<file path="src/rtl/sb_spi_slave.sv">
// Slave-only soft model of the iCE40 SB_SPI block: a byte-wide strobe/ack
// system bus in front of a serial SPI slave engine with status flags.
//
// state    | meaning
// BUS_IDLE | waiting for a strobe addressed to this instance
// BUS_ACK  | acknowledging the access accepted on the previous edge
module sb_spi_slave #(
  parameter logic [3:0] BUS_ADDR74 = 4'b0000
) (
  input  logic SBCLKI,
  input  logic rst_n,
  input  logic SBSTBI,
  input  logic SBRWI,
  input  logic SBADRI0,
  input  logic SBADRI1,
  input  logic SBADRI2,
  input  logic SBADRI3,
  input  logic SBADRI4,
  input  logic SBADRI5,
  input  logic SBADRI6,
  input  logic SBADRI7,
  input  logic SBDATI0,
  input  logic SBDATI1,
  input  logic SBDATI2,
  input  logic SBDATI3,
  input  logic SBDATI4,
  input  logic SBDATI5,
  input  logic SBDATI6,
  input  logic SBDATI7,
  output logic SBDATO0,
  output logic SBDATO1,
  output logic SBDATO2,
  output logic SBDATO3,
  output logic SBDATO4,
  output logic SBDATO5,
  output logic SBDATO6,
  output logic SBDATO7,
  output logic SBACKO,
  input  logic SCKI,
  input  logic SCSNI,
  input  logic SI,
  output logic SO,
  input  logic MI,
  output logic MO
);

  localparam logic [3:0] A_CR0  = 4'h8;
  localparam logic [3:0] A_CR1  = 4'h9;
  localparam logic [3:0] A_CR2  = 4'hA;
  localparam logic [3:0] A_BR   = 4'hB;
  localparam logic [3:0] A_SR   = 4'hC;
  localparam logic [3:0] A_TXDR = 4'hD;
  localparam logic [3:0] A_RXDR = 4'hE;
  localparam logic [3:0] A_CSR  = 4'hF;

  typedef enum logic {BUS_IDLE, BUS_ACK} bus_state_t;

  bus_state_t bus_state;
  logic       ack_q;
  logic [7:0] dato_q;
  logic [7:0] adr, dati, rd_mux, sr_val;
  logic [7:0] cr0, cr1, cr2, br, csr, txdr, rxdr;
  logic       hit, accept, wr_acc, rd_acc, sr_rd, rxdr_rd, txdr_wr;

  logic       sck_m, sck_s, sck_d, cs_m, cs_s, si_m, si_s;
  logic       active, active_d, sck_rise, sck_fall;
  logic       sample_ev, shift_ev, byte_done, load_ev;
  logic [2:0] bit_cnt;
  logic [7:0] tx_sh, rx_sh, rx_next;
  logic       trdy, rrdy, roe, toe;
  logic       spe, lsbf, cpha, cpol;
  logic       mi_unused;

  assign adr  = {SBADRI7, SBADRI6, SBADRI5, SBADRI4, SBADRI3, SBADRI2, SBADRI1, SBADRI0};
  assign dati = {SBDATI7, SBDATI6, SBDATI5, SBDATI4, SBDATI3, SBDATI2, SBDATI1, SBDATI0};
  assign {SBDATO7, SBDATO6, SBDATO5, SBDATO4, SBDATO3, SBDATO2, SBDATO1, SBDATO0} = dato_q;
  assign SBACKO    = ack_q;
  assign MO        = 1'b0;
  assign mi_unused = MI;

  assign hit     = (adr[7:4] == BUS_ADDR74);
  assign accept  = SBSTBI && hit && (bus_state == BUS_IDLE);
  assign wr_acc  = accept && SBRWI;
  assign rd_acc  = accept && !SBRWI;
  assign sr_rd   = rd_acc && (adr[3:0] == A_SR);
  assign rxdr_rd = rd_acc && (adr[3:0] == A_RXDR);
  assign txdr_wr = wr_acc && (adr[3:0] == A_TXDR);

  assign spe  = cr1[7];
  assign lsbf = cr2[0];
  assign cpha = cr2[1];
  assign cpol = cr2[2];

  assign sr_val = {(bit_cnt != 3'd0), !cs_s, 1'b0, trdy, rrdy, toe, roe, 1'b0};

  always_comb begin
    rd_mux = 8'h00;
    case (adr[3:0])
      A_CR0:   rd_mux = cr0;
      A_CR1:   rd_mux = cr1;
      A_CR2:   rd_mux = cr2;
      A_BR:    rd_mux = br;
      A_CSR:   rd_mux = csr;
      A_SR:    rd_mux = sr_val;
      A_RXDR:  rd_mux = rxdr;
      default: rd_mux = 8'h00;
    endcase
  end

  always_ff @(posedge SBCLKI or negedge rst_n) begin
    if (!rst_n) begin
      bus_state <= BUS_IDLE;
      ack_q     <= 1'b0;
      dato_q    <= 8'h00;
    end else begin
      case (bus_state)
        BUS_IDLE: begin
          if (accept) begin
            bus_state <= BUS_ACK;
            ack_q     <= 1'b1;
            if (!SBRWI) dato_q <= rd_mux;
          end
        end
        BUS_ACK: begin
          bus_state <= BUS_IDLE;
          ack_q     <= 1'b0;
        end
        default: begin
          bus_state <= BUS_IDLE;
          ack_q     <= 1'b0;
        end
      endcase
    end
  end

  always_ff @(posedge SBCLKI or negedge rst_n) begin
    if (!rst_n) begin
      cr0  <= 8'h00;
      cr1  <= 8'h00;
      cr2  <= 8'h00;
      br   <= 8'h00;
      csr  <= 8'h00;
      txdr <= 8'h00;
    end else if (wr_acc) begin
      case (adr[3:0])
        A_CR0:   cr0  <= dati;
        A_CR1:   cr1  <= dati;
        A_CR2:   cr2  <= dati;
        A_BR:    br   <= dati;
        A_CSR:   csr  <= dati;
        A_TXDR:  txdr <= dati;
        default: ;
      endcase
    end
  end

  // Shifting is suppressed while bit_cnt is 0 so the freshly loaded first bit
  // stays on SO until the first sample of the byte, in every mode.
  assign active    = spe && !cs_s;
  assign sck_rise  = sck_s && !sck_d;
  assign sck_fall  = !sck_s && sck_d;
  assign sample_ev = active && ((cpol == cpha) ? sck_rise : sck_fall);
  assign shift_ev  = active && ((cpol == cpha) ? sck_fall : sck_rise) && (bit_cnt != 3'd0);
  assign byte_done = sample_ev && (bit_cnt == 3'd7);
  assign load_ev   = (active && !active_d) || byte_done;
  assign rx_next   = lsbf ? {si_s, rx_sh[7:1]} : {rx_sh[6:0], si_s};
  assign SO        = active && (lsbf ? tx_sh[0] : tx_sh[7]);

  always_ff @(posedge SBCLKI or negedge rst_n) begin
    if (!rst_n) begin
      sck_m    <= 1'b0;
      sck_s    <= 1'b0;
      sck_d    <= 1'b0;
      cs_m     <= 1'b1;
      cs_s     <= 1'b1;
      si_m     <= 1'b0;
      si_s     <= 1'b0;
      active_d <= 1'b0;
      bit_cnt  <= 3'd0;
      tx_sh    <= 8'h00;
      rx_sh    <= 8'h00;
      rxdr     <= 8'h00;
      trdy     <= 1'b1;
      rrdy     <= 1'b0;
      roe      <= 1'b0;
      toe      <= 1'b0;
    end else begin
      sck_m    <= SCKI;
      sck_s    <= sck_m;
      sck_d    <= sck_s;
      cs_m     <= SCSNI;
      cs_s     <= cs_m;
      si_m     <= SI;
      si_s     <= si_m;
      active_d <= active;

      if (!active) begin
        bit_cnt <= 3'd0;
        if (!spe) begin
          tx_sh <= 8'h00;
          rx_sh <= 8'h00;
        end
      end else begin
        if (sample_ev) begin
          rx_sh   <= rx_next;
          bit_cnt <= bit_cnt + 3'd1;
        end
        if (shift_ev) tx_sh <= lsbf ? (tx_sh >> 1) : (tx_sh << 1);
        if (load_ev)  tx_sh <= trdy ? 8'h00 : txdr;
      end

      if (sr_rd) begin
        roe <= 1'b0;
        toe <= 1'b0;
      end
      if (rxdr_rd) rrdy <= 1'b0;

      // A byte load sees the pre-write TRDY; a same-cycle TXDR write wins.
      if (load_ev) begin
        if (!trdy) trdy <= 1'b1;
        else       toe  <= 1'b1;
      end
      if (txdr_wr) trdy <= 1'b0;

      if (byte_done) begin
        rxdr <= rx_next;
        rrdy <= 1'b1;
        if (rrdy && !rxdr_rd) roe <= 1'b1;
      end
    end
  end

endmodule

</file>
<file path="config.mk">
export PLATFORM = sky130hd
export DESIGN_NAME = sb_spi_slave
export DESIGN_NICKNAME = d
export VERILOG_FILES = /design/src/rtl/sb_spi_slave.sv
export SDC_FILE = /design/constraint.sdc
export NUM_CORES = 1
export LEC_CHECK = 0
export CORE_AREA = 4 4 98 100
export DETAILED_ROUTE_END_ITERATION = 6
export DIE_AREA = 0 0 102 104
export PLACE_DENSITY_LB_ADDON = 0.12
export SLEW_MARGIN = 10
export SYNTH_ARGS = -nofsm -noshare
export SYNTH_HDL_FRONTEND = slang
export SYNTH_SLANG_ARGS = --single-unit
</file>
<file path="constraint.sdc">
create_clock -name SBCLKI -period 1.87 [get_ports SBCLKI]
set_clock_uncertainty 0.1 [all_clocks]
set_input_delay 0.374 -clock SBCLKI [delete_from_list [all_inputs] [get_ports SBCLKI]]
set_output_delay 0.374 -clock SBCLKI [all_outputs]
set_load 0.005 [all_outputs]
</file>
# Yosys cells after proc, flatten, opt, wreduce, memory -nomap -nowiden
# Cells that the tools add are included.
# classes
bitwise_logic,2
n_reduce_logical,37
n_addsub,1
n_eq_ne,14
n_mux,29
# op_table
cell,n
$mux 8,9
$pmux 8 s7,1
$eq 4x4->1 const B,8
$logic_and 1x1->1,17
$reduce_and 2->1,8
$mux 1,15
$logic_not 1->1,6
$mux 3,2
$logic_not 4->1,1
$ne 2x1->1 const B,2
$pmux 1 s2,2
$reduce_bool 2->1,2
$add 3x1->3 const B,1
$eq 3x3->1 const B,1
$ne 3x1->1 const B,1
$reduce_and 3->1,1
$reduce_bool 3->1,1
$ne 2x2->1 const B,1
$not 1->1,2
$eq 1x1->1,1
$logic_or 1x1->1,1
# word_totals
out_inout_bits,11
input_bits,24
ff_bits,97

# Logic depth before layout (Yosys ltp)
# logic_depth
word_depth,9
ltp_mapped,8
mapped_depth_nobuf,7

# Least setup slack after synthesis
# Ideal clock, no wire load.
# synth_path
kind,register to register
startpoint,register cr2[2]
endpoint,register tx_sh[1]
t_required_ns,1.646
arrival_time_ns,1.739
path_stages_with_launch,6
slack_ns,-0.093
cell_sequence,dfrtp_1 xor2_2 mux2i_2 a221oi_1 o21a_1 a211o_2
# synth_between
elab_chain_len,7
elab_cells_between_ends,12
# synth_lines
item,line,rtl
"start, declared",62,"logic [7:0] cr0, cr1, cr2, br, csr, txdr, rxdr;"
"start signal, assigned",148,A_CR2: cr2 <= dati;
$eq 1x1->1 (*),"162, 163",
$mux 1,162,assign sample_ev = active && ((cpol == cpha) ? sck_rise : sck_fall);
$logic_and 1x1->1,162,
$logic_and 1x1->1,164,assign byte_done = sample_ev && (bit_cnt == 3'd7);
$logic_or 1x1->1,165,assign load_ev = (active && !active_d) || byte_done;
$ne 3x1->1 (no line) or $mux 8 (tied branches),n/a,
$reduce_and 2->1 (no line) or $mux 8 (tied branches),n/a,
"end signal, assigned",208,if (shift_ev) tx_sh <= lsbf ? (tx_sh >> 1) : (tx_sh << 1);
"end signal, assigned",209,if (load_ev) tx_sh <= trdy ? 8'h00 : txdr;
"end, declared",69,"logic [7:0] tx_sh, rx_sh, rx_next;"
# Mark *: on every way between the ends. The rest lies on a longest branch, timed or not.
# A chain may end at the register's enable or synchronous reset.

# Worst setup path in the final report
# layout_path
startpoint,register cr2[1]
endpoint,register tx_sh[1]
# The elaborated chain is that of the path after synthesis.

==> run metrics <==
status finished, violations left; failing checks negative setup slack; total number of yosys warnings 0; Starting Density 0.516; Leak 0.00268 uW; Startpoint Class flop; clock buffer depth 2; residual DRC count 0; cell chain of the critical path xor2_4, mux2i_4, a221oi_2, o21a_2, a211o_2; num ports 35; DR vias/cell 5.78; WP buf/inv 0; Post-synth EDFFs 0; Max H-tree Level 3; period utilization 1.03; CP endpoint kind flop; FFs w/ async S/R, synth 1.00; Setup violations, final 13; Slowest Stage Delay on Critical Path 0.45 ns; Syn Nets 403; Worst-Skew Late Latency 0.37 ns; Avg Cell Area, Syn 11.9 um2; first-pass GRT wire length 17.9 mm; # diodes 0; layout cells sized above 1 0.387; largest net degree at the start of global routing 40; initial antenna violation count 0; Yosys cell types 45; Die Span Y 104 um; Slew Limit Fails 0; Placeable Area 8680 um2; sequential share of the synthesized area 0.543; Syn Std Cell Area 4480 um2; Final TNS setup -0.517 ns; die footprint 10600 um2; critical path type reg -> reg; IO buf count 32; Hold WS 0.254 ns; Via Count 3293; utilization after layout 0.689; worst-margin pin slew 0.501 ns; vias in the first global route 3345; Tmin final 1.93 ns; Crit Path Max Fanout 8; grt ovf 0; CTS Buf Count 9; routability cong. 0.866; Max VDD drop 0.439 mV; final hold viol count 0; CP delay by family, top compound AO/OA/AOI/OAI gates; ys flop type dfrtp_1; Slew headroom 0.663; Synth Instances 376; DR iter-0 viols 197; routed wire length 11.6 mm; Total Routing Usage GR 0.217; CP Data Required Time 2.03 ns; setup slack at placement -0.524 ns; RSZ-0062 raised after global routing yes; CTS clock-pin slew for the worst setup and hold paths 0.09 ns; CP max-delay cell dfrtp_2; Area Overhead vs Synth 33.7%; PD cells 656 nW/um2; maxcap violations 0; Yosys reg bits 97; TritonCTS clock tree yes; class of the worst hold path reg -> reg; die span in x 102 um; Peak Freq 0.518 GHz; Worst EP arrival 2.09 ns; post-route antenna net violation count 0; FP Rows 34; drt wl/cell 20.3 um; Tot Pwr 3920 uW; Pre-antenna DRT Iters 5; clock sink total 97; Clock Tree Root clkbuf_8; Final WS setup -0.0622 ns; nets@finish 484; hpwl dp 7.64 mm
-- state kept, by name, indices dropped and copies added (netlist names), 3 cells and up --
name	count
csr	8
tx_sh	8
cr1	8
dato_q	8
br	8
rxdr	8
cr0	8
cr2	8
bit_cnt	3
rx_sh	8
txdr	8
-- placed cells by master (no fill, tap or decap), types with 3 or more instances in the layout --
cell,n
o21ai_1,9
inv_1,8
o22ai_1,5
nand2b_1,6
clkdlybuf4s50_1,27
mux2i_1,20
clkbuf_8,9
dfstp_2,3
nor2_1,9
a22o_1,5
o21ai_2,5
mux2_2,9
and3_2,8
nand2_1,31
o21ai_0,12
buf_12,10
mux2_4,45
ha_1,3
nor4_1,4
nor3_1,5
nand3b_1,4
nand2_2,3
dfrtp_1,93
nand2_4,5
a21oi_1,12
a22oi_1,5
buf_4,35
a211o_2,6
nor4_2,3
buf_6,6
nand3_1,6
-- timing repair --
item | 4_1_cts | 5_1_grt
resized for setup | 41 | 68
setup endpoints to repair | 75 | 85
pin swaps | 8 | 20
buffers inserted | 0 | 6
cloned | 0 | 4
hold endpoints to repair | 37 | 0
hold buffers | 1 | 0
-- Yosys cell counts (3+ instances only) --
library cell  number  area (um2)
o21ai_0           26         130
nor2_2             4        25.0
and3_2             8        60.1
mux2i_1           21         210
inv_1              9        33.8
a21oi_1           12        60.1
nor3_1             5        25.0
clkbuf_1           7        26.3
dfstp_2            3        78.8
dfrtp_1           94        2350
nor4_1             7        43.8
nand3b_1           4        30.0
mux2_2            54         608
nand2b_1           7        43.8
nand3_1            7        35.0
o22ai_1            5        31.3
ha_1               3        37.5
a22o_1             5        43.8
nor2_1             9        33.8
nand2_1           39         146
a211o_2            6        60.1
buf_2              5        25.0
nor2b_1            4        25.0
a211o_1            3        26.3
a22oi_1            5        37.5
-- final timing paths --
check                            start        to  slack (ns)  depth (start not counted)
worst max register to register  cr2[1]  tx_sh[1]       -0.06                          5
worst max-delay path            cr2[1]  tx_sh[1]       -0.06                          5
max in group asynchronous        rst_n  rx_sh[6]        0.85                          3
worst min-delay path             sck_m     sck_s        0.25                          0
min in group asynchronous        rst_n  tx_sh[5]        0.30                          2
worst min register to register   sck_m     sck_s        0.25                          0
-- power breakdown --
part | leakage [uW] | internal, uW | total (uW) | switching [uW]
Sequential | 0.00132 | 2150 | 2180 | 29.9
Combinational | 0.00126 | 191 | 383 | 192
Clock | 0.0000933 | 618 | 1360 | 743
Total | 0.00268 | 2960 | 3920 | 964
-- kinds of logic (layout without fill, tap and decap cells) --
| logic type | count (synthesis) | count (layout) | share of synthesized area |
|---|---|---|---|
| and+or+nand+nor | 101 | 101 | 0.122 |
| DFF | 97 | 97 | 0.543 |
| muxes | 77 | 77 | 0.191 |
| AOI/OAI and AO/OA | 72 | 72 | 0.107 |
| buffers and inverters | 24 | 110 | 0.0240 |
| adders and majority gates | 3 | 3 | 0.00839 |
| other | 1 | 1 | 0.000838 |
| xor gates and xnor gates | 1 | 1 | 0.00364 |
-- metal layers --
metal	vias to the layer above	global-route usage	part of all wire
met1	1678	0.329	0.47
li1	1511	-	-
met2	90	0.320	0.46
met4	0	0.0750	0.014
met5	-	0	0
met3	14	0.0288	0.049
-- final cells by class --
| class | count | area, um2 |
|---|---|---|
| inverter | 9 | 33.8 |
| sequential | 97 | 2430 |
| multi-input combinational | 255 | 2290 |
| fill | 640 | 2700 |
| clock buffer | 11 | 131 |
| clock inverter | 5 | 56.3 |
| timing repair buffer | 85 | 900 |
| tap | 108 | 135 |
-- per-stage QoR --
step	area [um2]	instances
after floorplan	4490	376
after global placement	5310	543
after detailed placement	5310	543
after CTS	5660	560
after global routing	5980	570
final	5980	570
(Power assumes the default switching activity.)
